==> config.mk <==
export PLATFORM = sky130hd
export DESIGN_NAME = enc_param_ctrl
export DESIGN_NICKNAME = d
export VERILOG_FILES = /design/src/rtl/enc_param_ctrl.sv
export SDC_FILE = /design/constraint.sdc
export NUM_CORES = 1
export LEC_CHECK = 0
export CAP_MARGIN = 10
export CORE_MARGIN = 4
export CORE_UTILIZATION = 35
export DETAILED_ROUTE_END_ITERATION = 6
export GPL_TIMING_DRIVEN = 1
export HOLD_SLACK_MARGIN = 0.15
export SLEW_MARGIN = 20
export SYNTH_ARGS = -nofsm -noshare
export SYNTH_HDL_FRONTEND = slang
export SYNTH_SLANG_ARGS = --single-unit
==> constraint.sdc <==
create_clock -name clk -period 7.1 [get_ports clk]
set_input_delay 0.71 -clock clk [delete_from_list [all_inputs] [get_ports clk]]
set_output_delay 0.71 -clock clk [all_outputs]
set_load 0.01 [all_outputs]
==> src/rtl/enc_param_ctrl.sv <==
// Rotary-encoder parameter editor: browse/select, edit a shadow copy, commit on press.
// Optional step acceleration is enabled by defining ENC_ACCEL_EN.
module enc_param_ctrl #(
  parameter int unsigned NPAR    = 4,
  parameter logic [7:0]  RST_VAL = 8'd8,
  parameter int unsigned TMO     = 1000,
  parameter int unsigned ACC_WIN = 50
) (
  input  logic              clk,
  input  logic              rst,
  input  logic              step_up,
  input  logic              step_dn,
  input  logic              btn,
  output logic [1:0]        sel,
  output logic              edit,
  output logic [7:0]        cur_val,
  output logic [8*NPAR-1:0] params,
  output logic              upd
);

  localparam int unsigned TW = $clog2(TMO + 1);

  typedef enum logic [1:0] {StBrowse, StEdit, StCommit} state_e;

  state_e          state_q;
  logic            btn_q;
  logic [7:0]      shadow_q;
  logic [TW-1:0]   idle_q;

  logic            press, up, dn;
  logic [1:0]      sel_nxt;
  logic [7:0]      sel_val, sel_nxt_val, delta, shadow_nxt;
  logic [8:0]      sum;

`ifdef ENC_ACCEL_EN
  localparam int unsigned AW = $clog2(ACC_WIN + 1);
  // Cycles left in the acceleration window; non-zero means the last step was recent.
  logic [AW-1:0] acc_q;
  assign delta = (acc_q != '0) ? 8'd4 : 8'd1;
`else
  assign delta = 8'd1;
`endif

  always_comb begin
    press = btn & ~btn_q;
    up    = step_up & ~step_dn;
    dn    = step_dn & ~step_up;

    sel_nxt = sel;
    if (up) begin
      sel_nxt = (sel == 2'(NPAR - 1)) ? 2'd0 : sel + 2'd1;
    end else if (dn) begin
      sel_nxt = (sel == 2'd0) ? 2'(NPAR - 1) : sel - 2'd1;
    end
    sel_val     = params[8*sel +: 8];
    sel_nxt_val = params[8*sel_nxt +: 8];

    sum        = {1'b0, shadow_q} + {1'b0, delta};
    shadow_nxt = shadow_q;
    if (up) begin
      shadow_nxt = sum[8] ? 8'hff : sum[7:0];
    end else if (dn) begin
      shadow_nxt = (shadow_q < delta) ? 8'h00 : shadow_q - delta;
    end
  end

  always_ff @(posedge clk) begin
    if (rst) begin
      state_q  <= StBrowse;
      btn_q    <= 1'b0;
      sel      <= 2'd0;
      edit     <= 1'b0;
      upd      <= 1'b0;
      cur_val  <= RST_VAL;
      params   <= {NPAR{RST_VAL}};
      shadow_q <= RST_VAL;
      idle_q   <= '0;
`ifdef ENC_ACCEL_EN
      acc_q    <= '0;
`endif
    end else begin
      btn_q <= btn;
      upd   <= 1'b0;
`ifdef ENC_ACCEL_EN
      if (acc_q != '0) acc_q <= acc_q - 1'b1;
`endif
      unique case (state_q)
        StBrowse: begin
          if (press) begin
            state_q  <= StEdit;
            edit     <= 1'b1;
            shadow_q <= sel_val;
            cur_val  <= sel_val;
            idle_q   <= '0;
`ifdef ENC_ACCEL_EN
            acc_q    <= '0;
`endif
          end else begin
            sel     <= sel_nxt;
            cur_val <= sel_nxt_val;
          end
        end
        StEdit: begin
          if (press) begin
            // Commit lands on COMMIT entry so upd and the new params appear together.
            state_q             <= StCommit;
            edit                <= 1'b0;
            upd                 <= 1'b1;
            params[8*sel +: 8]  <= shadow_q;
            cur_val             <= shadow_q;
            idle_q              <= '0;
          end else if (up || dn) begin
            shadow_q <= shadow_nxt;
            cur_val  <= shadow_nxt;
            idle_q   <= '0;
`ifdef ENC_ACCEL_EN
            acc_q    <= AW'(ACC_WIN);
`endif
          end else if (idle_q == TW'(TMO - 1)) begin
            state_q <= StBrowse;
            edit    <= 1'b0;
            cur_val <= sel_val;
            idle_q  <= '0;
          end else begin
            idle_q <= idle_q + 1'b1;
          end
        end
        StCommit: begin
          state_q <= StBrowse;
        end
        default: begin
          state_q <= StBrowse;
        end
      endcase
    end
  end

endmodule

* After elaboration in Yosys (flattened, before gate mapping) *
Cells that the tools add are included.

word-level totals
  bits in registers = 65
  word-level logic and storage cells = 83

cells by class
  add/sub/neg operators = 6
  reduce and logical (&&, ||, !) cells = 12
  bitwise logic cells = 8
  multiplexer cells = 34
  shift operators = 4
  eq/ne operators = 9
  $lt $le $gt $ge = 1

operator list
  operator                                                    count
  two-way mux 8 bit                                           11
  variable part select 32 x 6 -> 8 bit                        2
  two-way mux 10 bit                                          4
  negation 5 -> 34 bit                                        1
  variable shift 8 x 34 -> 32 bit, first input constant       1
  variable part select 8 x 34 -> 32 bit                       1
  bitwise mux 32 bit                                          1
  case mux 8 bit (2 select lines)                             2
  case mux 10 bit (2 select lines)                            1
  two-way mux 2 bit                                           8
  adder 10 x 1 -> 10 bit, second input constant               1
  == test 10 bit, second input constant                       1
  adder 8 x 1 -> 9 bit, second input constant                 1
  less-than comparator 8 x 1 -> 1 bit, second input constant  1
  AND reduction 2 bit                                         4
  AND reduction 4 bit                                         2
  subtractor 8 x 1 -> 8 bit, second input constant            1
  != test 2 bit, second input constant                        3
  != test 3 bit, second input constant                        2
  two-way mux 1 bit                                           5
  NOT 1 bit                                                   5
  logical NOT 2 bit                                           2
  != test 4 bit, second input constant                        1
  case mux 2 bit (2 select lines)                             1
  10 further kinds                                            12

* Longest topological paths before layout *
Gate-level depths: netlist (run 1).

  depth after elaboration = 7
  mapped depth = 12
  gate-level depth less buffers = 8

* Worst setup path after synthesis (run 1) *
No wires, ideal clock.

  path kind = register to register
  start point = register sel[0]
  end point = register cur_val[2]
  path slack = 4.289 ns
  cell stages (with the launch flop) = 12
  arrival time = 2.678 ns
  path buffers = 3
  required time = 6.967 ns
  library setup time = 0.133 ns
  cells stage by stage = dfxtp_1 -> buf_2 -> buf_2 -> inv_1 -> ha_1 -> buf_6 -> mux2i_1 -> a211oi_4 -> inv_1 -> a2111oi_0 -> a211o_1 -> a311oi_1

on the way
  longest elaborated chain between the ends = 7
  elaborated cells between the ends (all ways) = 15
  those cells by class = 2 x add/sub; 1 x eq/ne; 2 x shift; 9 x mux; 1 x reduce/logical

ends and longest elaborated chain
  element                                                         RTL line  RTL
  from (decl)                                                     14        output logic [1:0] sel,
  from (signal assigned)                                          99        sel <= sel_nxt;
  subtractor 2 x 1 -> 2 bit or logical NOT 2 bit (tied branches)  53        sel_nxt = (sel == 2'd0) ? 2'(NPAR - 1) : sel - 2'd1;
  two-way mux 2 bit                                               53
  two-way mux 2 bit                                               52        end else if (dn) begin
  two-way mux 2 bit                                               50        if (up) begin
  variable part select 32 x 6 -> 8 bit                            56        sel_nxt_val = params[8*sel_nxt +: 8];
  two-way mux 8 bit                                               89        if (press) begin
  case mux 8 bit (2 select lines) (*)                             87        unique case (state_q)
  to (signal assigned)                                            93        cur_val <= sel_val;
  to (signal assigned)                                            100       cur_val <= sel_nxt_val;
  to (signal assigned)                                            110       cur_val <= shadow_q;
  to (decl)                                                       16        output logic [7:0] cur_val,

Every way passes the cells marked *; elsewhere a longest branch is shown, timed or not. The select of a mux whose other input is x is not followed.
A chain may end at the register's enable or synchronous reset.

* Worst setup path in the final report (run 1) *
  start point = input step_dn
  end point = register cur_val[2]

on the way
  longest elaborated chain between the ends = 6
  elaborated cells between the ends (all ways) = 15
  those cells by class = 1 x eq/ne; 1 x shift; 8 x mux; 3 x bitwise; 2 x reduce/logical

ends and longest elaborated chain
  element                                                                    RTL line  RTL
  from (decl)                                                                12        input logic step_dn,
  AND 1 bit or NOT 1 bit (tied branches)                                     47, 46
  two-way mux 2 bit, or another cell as far along                            52
  two-way mux 2 bit, or another cell as far along                            50
  variable part select 32 x 6 -> 8 bit or two-way mux 8 bit (tied branches)  56, 112
  two-way mux 8 bit, on equally long branches                                89, 104
  case mux 8 bit (2 select lines)                                            87

Parallel ways exist; a longest one is shown, timed or not.

==> out/results.tsv, run 1 <==
metric	value	unit
ys_async_sr_fraction	0	%
comb_power_share	17.1	%
grt_pass1_wl	20200	um
mostFrequentLayoutCells	65 x nor2_1, 65 x dfxtp_1, 53 x nand2_1	
start_util	36.2	%
synth_compound_area_share	20.8	%
drc	0	
core	0.0110	mm^2
synth_top_family_by_area	simple AND/OR/NAND/NOR gates	
finalWorstSetupSlack	3.46	ns
via_per_inst	5.90	
crit_chain	clkdlybuf4s50_1 -> inv_1 -> ha_1 -> mux2i_1 -> a211oi_4 -> inv_1 -> a2111oi_0 -> a211o_1 -> a311oi_1	
dieArea	0.0131	mm^2
layout.nets	528	
ys_warn_count	0	
synth_edf_count	0	
cts.path.max_buffers	2	
hold_ws	0.497	ns
avgSynthCellArea	8.13	um^2
rows	38	
totalPowerFinal	1.08	mW
grt_pass1_vias	3706	
slew_headroom	27.4	%
p_leak	1.73	nW
vias	3875	
outcome	finished clean	
clkLatencyLatePin	0.33	ns
drtPass1Iterations	5	
cp.required	7.27	ns
antennaDiodeCount	0	
cts_resized	0	
hold_class	flip-flop to flip-flop	
ys_types	63	
synth_area_leaders	dfxtp_1 33%, nor2_1 6.1%, nand2_1 5.0%, mux2i_1 4.5%, mux4_2 4.5%	
power_frac_clock	44.9	%
synth_cells	489	
muxShareOfSynthArea	9.35	%
worst_pin_slew	1.09	ns
cap_violations	0	
switching_share	28.7	%
finalCritPeriodShare	51.3	%
cts_htree_levels	3	
grt_max_degree	61	
cts_setup_buffers	0	
p_seq_share	38.1	%
worst_clock_skew	0.00596	ns
critical_path_buf_inv_count	3	
antenna_found_initial	0	
synth_top_flop_cell	dfxtp_1	
synth-seq-area-share	32.7	%
holdBufCountCts	0	
yosysTopAreaCell	dfxtp_1	
global_route.overflow_total	0	
power_density	225	mW/mm^2
die_w	115	um
netlist_area	0.00397	mm^2
setup_viol	0	
critical_path_arrival	3.81	ns
multi_input_area	0.00246	mm^2
critPathMaxStageDelay	0.82	ns
setup_tns	0	ns
cpMostUsedCell	inv_1	
clock-sinks	65	
register_area	0.00130	mm^2
clock.fmax	275	MHz
internal_power	768	uW
rsz0062_at_grt	no	
fin_crit	3.64	ns
synth_simple_gate_area_share	26.2	%
critical_path_class	input port to flip-flop	
ir_worst_vdd	0.163	mV
totalWireLength	12400	um
layout-drive-gt1-share	8.32	%
synthXorXnorAreaFrac	1.98	%
die_h	115	um
maxSlewViolCount	0	
final_core_util	43.7	%
synth.net_count	505	
finalHoldViolCount	0	
io_pins	49	
n_fill_cell	1078	
critPathCaptureType	flip-flop	
cts_root_buf	clkbuf_16	
portBuffers	48	
ys_ff_latch	65	
worst-path-max-fanout	23	
numCtsBuffers	9	
cts_tree	done	
p_sw	310	uW
grt_usage	19.5	%
clk_pin_slew	0.06	ns
globalplace.congestion	0.874	
wl_per_cell	18.9	um
synthAdderAreaFrac	3.46	%
cp_slowest_cell	a211oi_4	
pre_cts_ws	3.19	ns
drt-initial-drc-count	236	
yosysTopAreaCellShare	32.7	%
critical-path-top-delay-family	compound AO/OA/AOI/OAI gates	
detail-route-antenna-nets	0	
areaGrowthSynthToFinish	20.7	%
dp.final_hpwl	8910	um
critPathLaunchType	input port	
per-layer routing:
layer  vias to the layer above  GRT usage [%]  part of all wire [%]
met5                         -              0                     0
met4                         0           6.25                   2.1
met3                        21           4.33                   6.8
met2                       157           29.8                    45
met1                      1867           27.3                    46
li1                       1830              -                     -
layout make-up:
cell class	instances	share of cell area, %
Clock buffer	11	5.06
Clock inverter	5	1.64
Inverter	11	0.860
Multi-Input combinational cell	374	51.3
Sequential cell	65	27.1
Tap cell	140	3.65
Timing Repair Buffer	51	10.4
power groups by stage:
| stage | Sequential [mW] | Combinational (mW) | Clock [mW] |
|---|---|---|---|
| finish | 0.410 | 0.184 | 0.484 |
| CTS | 0.409 | 0.182 | 0.489 |
| detailed placement | 0.417 | 0.181 | 0 |
| floorplan | 0.399 | 0.145 | 0 |
| global route | 0.413 | 0.201 | 0.504 |
| global placement | 0.418 | 0.179 | 0 |
per-stage QoR:
| step | std cells | instance area [um^2] |
|---|---|---|
| 2_1_floorplan | 489 | 3970 |
| 3_3_place_gp | 641 | 4470 |
| 3_5_place_dp | 641 | 4470 |
| 4_1_cts | 657 | 4790 |
| 5_1_grt | 657 | 4800 |
| 6_report | 657 | 4800 |
registers in the layout, summed over array words and instances (netlist names):
register	flops
edit	1
upd	1
idle_q	10
state_q	2
sel	2
params	32
btn_q	1
shadow_q	8
cur_val	8
final timing paths:
| path | start | end | slack, ns | depth (start not counted) |
|---|---|---|---|---|
| worst max-delay path | step_dn | cur_val[2]$_SDFFE_PP0P_ | 3.46 | 9 |
| worst min-delay path | params[9]$_SDFFE_PP0P_ | params[9]$_SDFFE_PP0P_ | 0.50 | 2 |
| worst max register to register | sel[1]$_SDFFE_PP0P_ | cur_val[2]$_SDFFE_PP0P_ | 3.50 | 8 |
| worst min register to register | params[9]$_SDFFE_PP0P_ | params[9]$_SDFFE_PP0P_ | 0.50 | 2 |
cells in the mapped netlist, drive strengths merged (8+ instances only):
master	n
and3	11
a211oi	12
mux4	8
inv	11
o21ai	14
nand2	54
a22oi	19
mux2i	18
nand3	29
nor2b	8
a21oi	31
buf	14
dfxtp	65
ha	11
nor2	66
nor3	10
clkbuf	25
cell families (layout without fill, tap and decap cells):
| group | count (synthesis) | count (layout) |
|---|---|---|
| and+or+nand+nor | 212 | 212 |
| AOI/OAI and AO/OA | 115 | 115 |
| DFF | 65 | 65 |
| buffers and inverters | 50 | 78 |
| muxes | 27 | 27 |
| adders and majority gates | 11 | 11 |
| xor gates and xnor gates | 9 | 9 |
worst min-delay path, cell delays in order, from the launching register on:
cell and delay (ns):
dfxtp_1 0.34, nand2_1 0.06, a21oi_1 0.05
Power figures use the tool's default switching activity.
==> inputs of run 2 (changes only) <==
==> constraint.sdc (replaced) <==
create_clock -name clk -period 3 [get_ports clk]
set_input_delay 0.3 -clock clk [delete_from_list [all_inputs] [get_ports clk]]
set_output_delay 0.3 -clock clk [all_outputs]
set_load 0.01 [all_outputs]
==> out/results.tsv, run 2 (synthesis results as in run 1) <==
metric	value	unit	change
outcome	finished clean		
clock-sinks	65		unchanged
dp_cells	662		+3.3%
worst_pin_slew	0.797	ns	-0.292 ns
cts_resized	0		unchanged
layout-drive-gt1-share	11.7	%	+3.4 points
hold_path_depth	2		unchanged
top_register	params		
cts_setup_buffers	0		unchanged
antenna_found_initial	0		unchanged
holdBufCountCts	0		unchanged
mostFrequentLayoutCells	65 x nor2_1, 65 x dfxtp_1, 53 x nand2_1		
clk_pin_slew	0.06	ns	about the same
cts_htree_levels	3		unchanged
holdPathEnd	edit$_SDFFE_PP0P_		
grt_max_degree	36		-41%
portBuffers	48		unchanged
rr_endpoint	cur_val[7]$_SDFFE_PP0P_		
layout.nets	549		+4.0%
rsz0062_at_grt	no		
n_fill_cell	1069		-0.83%
setup_tns	0	ns	unchanged
rows	38		unchanged
fin_crit	2.59	ns	
finalCritPeriodShare	86.3	%	
gr-usage-met1	26.7	%	-0.55 points
cts.path.max_buffers	2		unchanged
r2r_cells	9		+1
rr_startpoint	sel[0]$_SDFFE_PP0P_		
cts_root_buf	clkbuf_16		
cap_violations	0		unchanged
final_core_util	44.8	%	+1.2 points
clkLatencyLatePin	0.33	ns	about the same
detail-route-antenna-nets	0		unchanged
drt-initial-drc-count	415		+76%
pre_cts_ws	0.294	ns	-2.89 ns
maxSlewViolCount	0		unchanged
grt_usage	19.7	%	+0.23 points
drc	0		unchanged
clock.fmax	386	MHz	
final_cells	677		+3.0%
worst_clock_skew	0.0105	ns	+0.00454 ns
design_area	0.00492	mm^2	+2.6%
ir_worst_vdd	0.246	mV	+51%
finalWorstSetupSlack	0.410	ns	-3.05 ns
dp.final_hpwl	9260	um	+4.0%
drtPass1Iterations	5		unchanged
use_met2	31.1	%	+1.3 points
met3_usage	4.60	%	+0.26 points
start_util	36.2	%	unchanged
io_pins	49		unchanged
vias	3950		+1.9%
antennaDiodeCount	0		unchanged
critPathCaptureType	flip-flop		
die_w	115	um	unchanged
p_leak	1.82	nW	+5.1%
finalHoldViolCount	0		unchanged
critPathLaunchType	flip-flop		
die_h	115	um	unchanged
core	0.0110	mm^2	unchanged
min_from	edit$_SDFFE_PP0P_		
busiest_layer	met2		
worst-path-max-fanout	15		-35%
numCtsBuffers	9		unchanged
globalplace.congestion	0.886		+1.4%
grt_pass1_vias	3899		+5.2%
cp.required	3.23	ns	-4.04 ns
grt_pass1_wl	20800	um	+2.9%
via_per_inst	5.83		-1.1%
power_density	505	mW/mm^2	+120%
global_route.overflow_total	0		unchanged
largest_reg_flops	32		unchanged
totalWireLength	12600	um	+1.7%
wl_per_cell	18.6	um	-1.3%
setup_viol	0		unchanged
r2r_slack	0.41	ns	-3.09 ns
slew_headroom	46.4	%	+19 points
hold_class	flip-flop to flip-flop		
critical_path_class	flip-flop to flip-flop		
dieArea	0.0131	mm^2	unchanged
placed_area	0.00463	mm^2	+3.5%
cts_tree	done		
critical_path_arrival	2.82	ns	-0.99 ns
areaGrowthSynthToFinish	23.9	%	
largestRegisters	params: 32 flops, idle_q: 10 flops		
[run 2: final cells by class]
class | count | area (um^2) | share of cell area (%)
multi-input combinational | 374 | 2460 | 49.9
inverter | 11 | 41.3 | 0.838
sequential | 65 | 1300 | 26.4
clock inverter | 5 | 56.3 | 1.14
clock buffer | 10 | 239 | 4.85
timing repair buffer | 72 | 656 | 13.3
tap | 140 | 175 | 3.56
[run 2: worst max-delay path by stage]
stage / from / to / slack, ns / cells after the start
detailed placement: step_dn / cur_val[4]$_SDFFE_PP0P_ / 0.29 / 9
global route: sel[0]$_SDFFE_PP0P_ / cur_val[7]$_SDFFE_PP0P_ / 0.19 / 9
finish: sel[0]$_SDFFE_PP0P_ / cur_val[7]$_SDFFE_PP0P_ / 0.41 / 9
floorplan: sel[0]$_SDFFE_PP0P_ / cur_val[2]$_SDFFE_PP0P_ / 0.19 / 11
global placement: step_dn / cur_val[4]$_SDFFE_PP0P_ / 0.35 / 9
CTS: sel[0]$_SDFFE_PP0P_ / cur_val[7]$_SDFFE_PP0P_ / 0.42 / 9
[run 2: routing by layer]
layer / vias to the layer above / routed length [um]
li1: 1863 / -
met1: 1896 / 5650
met2: 165 / 5720
met3: 26 / 950
met4: 0 / 308
met5: - / 0
[run 2: critical path: stages, from the launching register on]
cell and delay, ns:
dfxtp_1 0.33, inv_1 0.13, ha_1 0.55, mux2i_1 0.18
a211oi_4 0.28, buf_4 0.29, mux2i_1 0.13, a31oi_1 0.21
o211ai_1 0.12, a311oi_1 0.26
[run 2: power breakdown]
group	leakage (nW)	internal, mW	switching, mW	total (mW)
Clock	0.144	0.659	0.384	1.04
Sequential	0.527	0.897	0.0560	0.953
Combinational	1.15	0.199	0.292	0.491
[run 2: stage by stage]
stage               power (mW)  hold slack, ns
finish                    2.49           0.491
CTS                       2.50           0.495
global placement          1.45           0.478
detailed placement        1.45           0.487
floorplan                 1.29           0.428
global route              2.59           0.520
==> inputs of run 3 (changes only) <==
--- a/config.mk
+++ b/config.mk
@@ -5,10 +5,11 @@
 export SDC_FILE = /design/constraint.sdc
 export NUM_CORES = 1
 export LEC_CHECK = 0
-export CAP_MARGIN = 10
+export CAP_MARGIN = 20
 export CORE_MARGIN = 4
 export CORE_UTILIZATION = 35
 export DETAILED_ROUTE_END_ITERATION = 6
+export GPL_ROUTABILITY_DRIVEN = 0
 export GPL_TIMING_DRIVEN = 1
 export HOLD_SLACK_MARGIN = 0.15
 export SLEW_MARGIN = 20
==> out/results.tsv, run 3 (synthesis results as in run 1) <==
metric	value	unit	change
start_util	36.2	%	unchanged
p_leak	1.83	nW	+0.55%
slew_headroom	53.3	%	+6.9 points
final_cells	677		unchanged
layout-drive-gt1-share	11.5	%	-0.19 points
placed_area	0.00462	mm^2	-0.16%
critPathCaptureType	flip-flop		
clk_pin_slew	0.06	ns	about the same
via_per_inst	5.84		+0.10%
portBuffers	48		unchanged
drtPass1Iterations	5		unchanged
cts_root_buf	clkbuf_16		
cts_setup_buffers	0		unchanged
global_route.overflow_total	0		unchanged
grt_pass1_vias	3857		-1.1%
io_pins	49		unchanged
cts_resized	0		unchanged
antenna_found_initial	0		unchanged
rsz0062_at_grt	no		
power_frac_clock	44.1	%	+2.2 points
critPathLaunchType	flip-flop		
die_w	115	um	unchanged
clock.fmax	385	MHz	-0.39%
top_register	params		
areaGrowthSynthToFinish	24.4	%	
p_seq_share	37.1	%	-1.2 points
setup_tns	0	ns	unchanged
worst_pin_slew	0.683	ns	-0.114 ns
largestRegisters	params: 32 flops, idle_q: 10 flops		
ir_worst_vdd	0.260	mV	+5.6%
antennaDiodeCount	0		unchanged
grt_max_degree	34		-5.6%
multi_input_area	0.00246	mm^2	unchanged
grt_pass1_wl	20200	um	-2.9%
layout.nets	548		-0.18%
fin_crit	2.60	ns	+0.0101 ns
internal_power	1.84	mW	+5.0%
worst_clock_skew	0.00630	ns	-0.00419 ns
cap_violations	0		unchanged
design_area	0.00494	mm^2	+0.38%
core	0.0110	mm^2	unchanged
cts_tree	done		
switching_share	28.5	%	-0.95 points
maxSlewViolCount	0		unchanged
largest_reg_flops	32		unchanged
drc	0		unchanged
critical_path_class	flip-flop to flip-flop		
dp.final_hpwl	9100	um	-1.7%
wl_per_cell	18.6	um	-0.13%
setup_viol	0		unchanged
clkLatencyLatePin	0.33	ns	about the same
comb_power_share	18.8	%	-1.0 points
finalHoldViolCount	0		unchanged
grt_usage	19.5	%	-0.24 points
vias	3954		+0.10%
rows	38		unchanged
cts_htree_levels	3		unchanged
p_sw	734	uW	+0.24%
dieArea	0.0131	mm^2	unchanged
totalPowerFinal	2.58	mW	+3.6%
n_fill_cell	1044		-2.3%
totalWireLength	12600	um	-0.13%
power_density	521	mW/mm^2	+3.2%
dp_cells	661		-0.15%
hold_class	input port to flip-flop		
mostFrequentLayoutCells	65 x nor2_1, 65 x dfxtp_1, 53 x nand2_1		
register_area	0.00130	mm^2	unchanged
clock-sinks	65		unchanged
outcome	finished clean		
critical_path_arrival	2.84	ns	+0.02 ns
detail-route-antenna-nets	0		unchanged
holdBufCountCts	0		unchanged
drt-initial-drc-count	291		-30%
finalCritPeriodShare	86.7	%	+0.33 points
die_h	115	um	unchanged
cts.path.max_buffers	2		unchanged
numCtsBuffers	9		unchanged
worst-path-max-fanout	13		-2
cp.required	3.24	ns	about the same
## run 3: power groups by stage
stage | registers [mW] | clock network, mW | logic [mW]
floorplan | 0.945 | 0 | 0.343
global placement | 0.973 | 0 | 0.472
detailed placement | 0.972 | 0 | 0.477
CTS | 0.954 | 1.15 | 0.481
global route | 0.960 | 1.20 | 0.523
finish | 0.955 | 1.14 | 0.485
## run 3: cell type report
cell class / count / share of cell area (%)
clock buffer: 11 / 4.91
clock inverter: 5 / 1.59
inverter: 11 / 0.835
multi-input combinational: 374 / 49.7
sequential: 65 / 26.3
tap: 140 / 3.54
timing repair buffer: 71 / 13.1
## run 3: through the flow
step | hold slack, ns | util (%) | setup WS (ns)
final | 0.484 | 45.0 | 0.400
after global routing | 0.501 | 45.0 | 0.248
after CTS | 0.476 | 45.0 | 0.422
after detailed placement | 0.484 | 42.1 | 0.277
after global placement | 0.485 | 42.1 | 0.304
after floorplan | 0.428 | - | 0.189
## run 3: path summary, 6_finish.rpt
kind	start	endpoint	slack [ns]	depth (start not counted)
worst max-delay path	sel[0]$_SDFFE_PP0P_	cur_val[7]$_SDFFE_PP0P_	0.40	9
worst min-delay path	rst	params[25]$_SDFFE_PP0P_	0.48	2
worst max register to register	sel[0]$_SDFFE_PP0P_	cur_val[7]$_SDFFE_PP0P_	0.40	9
worst min register to register	params[20]$_SDFFE_PP0P_	params[20]$_SDFFE_PP0P_	0.50	2
## run 3: per-layer routing
layer  vias up  wire length [um]  global-route usage (%)  share of wire (%)
met5         -                 0                       0                  0
met4         0               249                    7.92                2.0
met3        26              1070                    6.13                8.5
met2       195              5830                    30.2                 46
met1      1871              5460                    25.1                 43
li1       1862                 -                       -                  -
## run 3: critical path: stages (launching register included)
cell and delay (ns):
dfxtp_1 0.33, inv_1 0.12, ha_1 0.56, mux2i_1 0.18, a211oi_4 0.35, buf_4 0.30, mux2i_1 0.10, a31oi_1 0.17
o211ai_1 0.11, a311oi_1 0.28
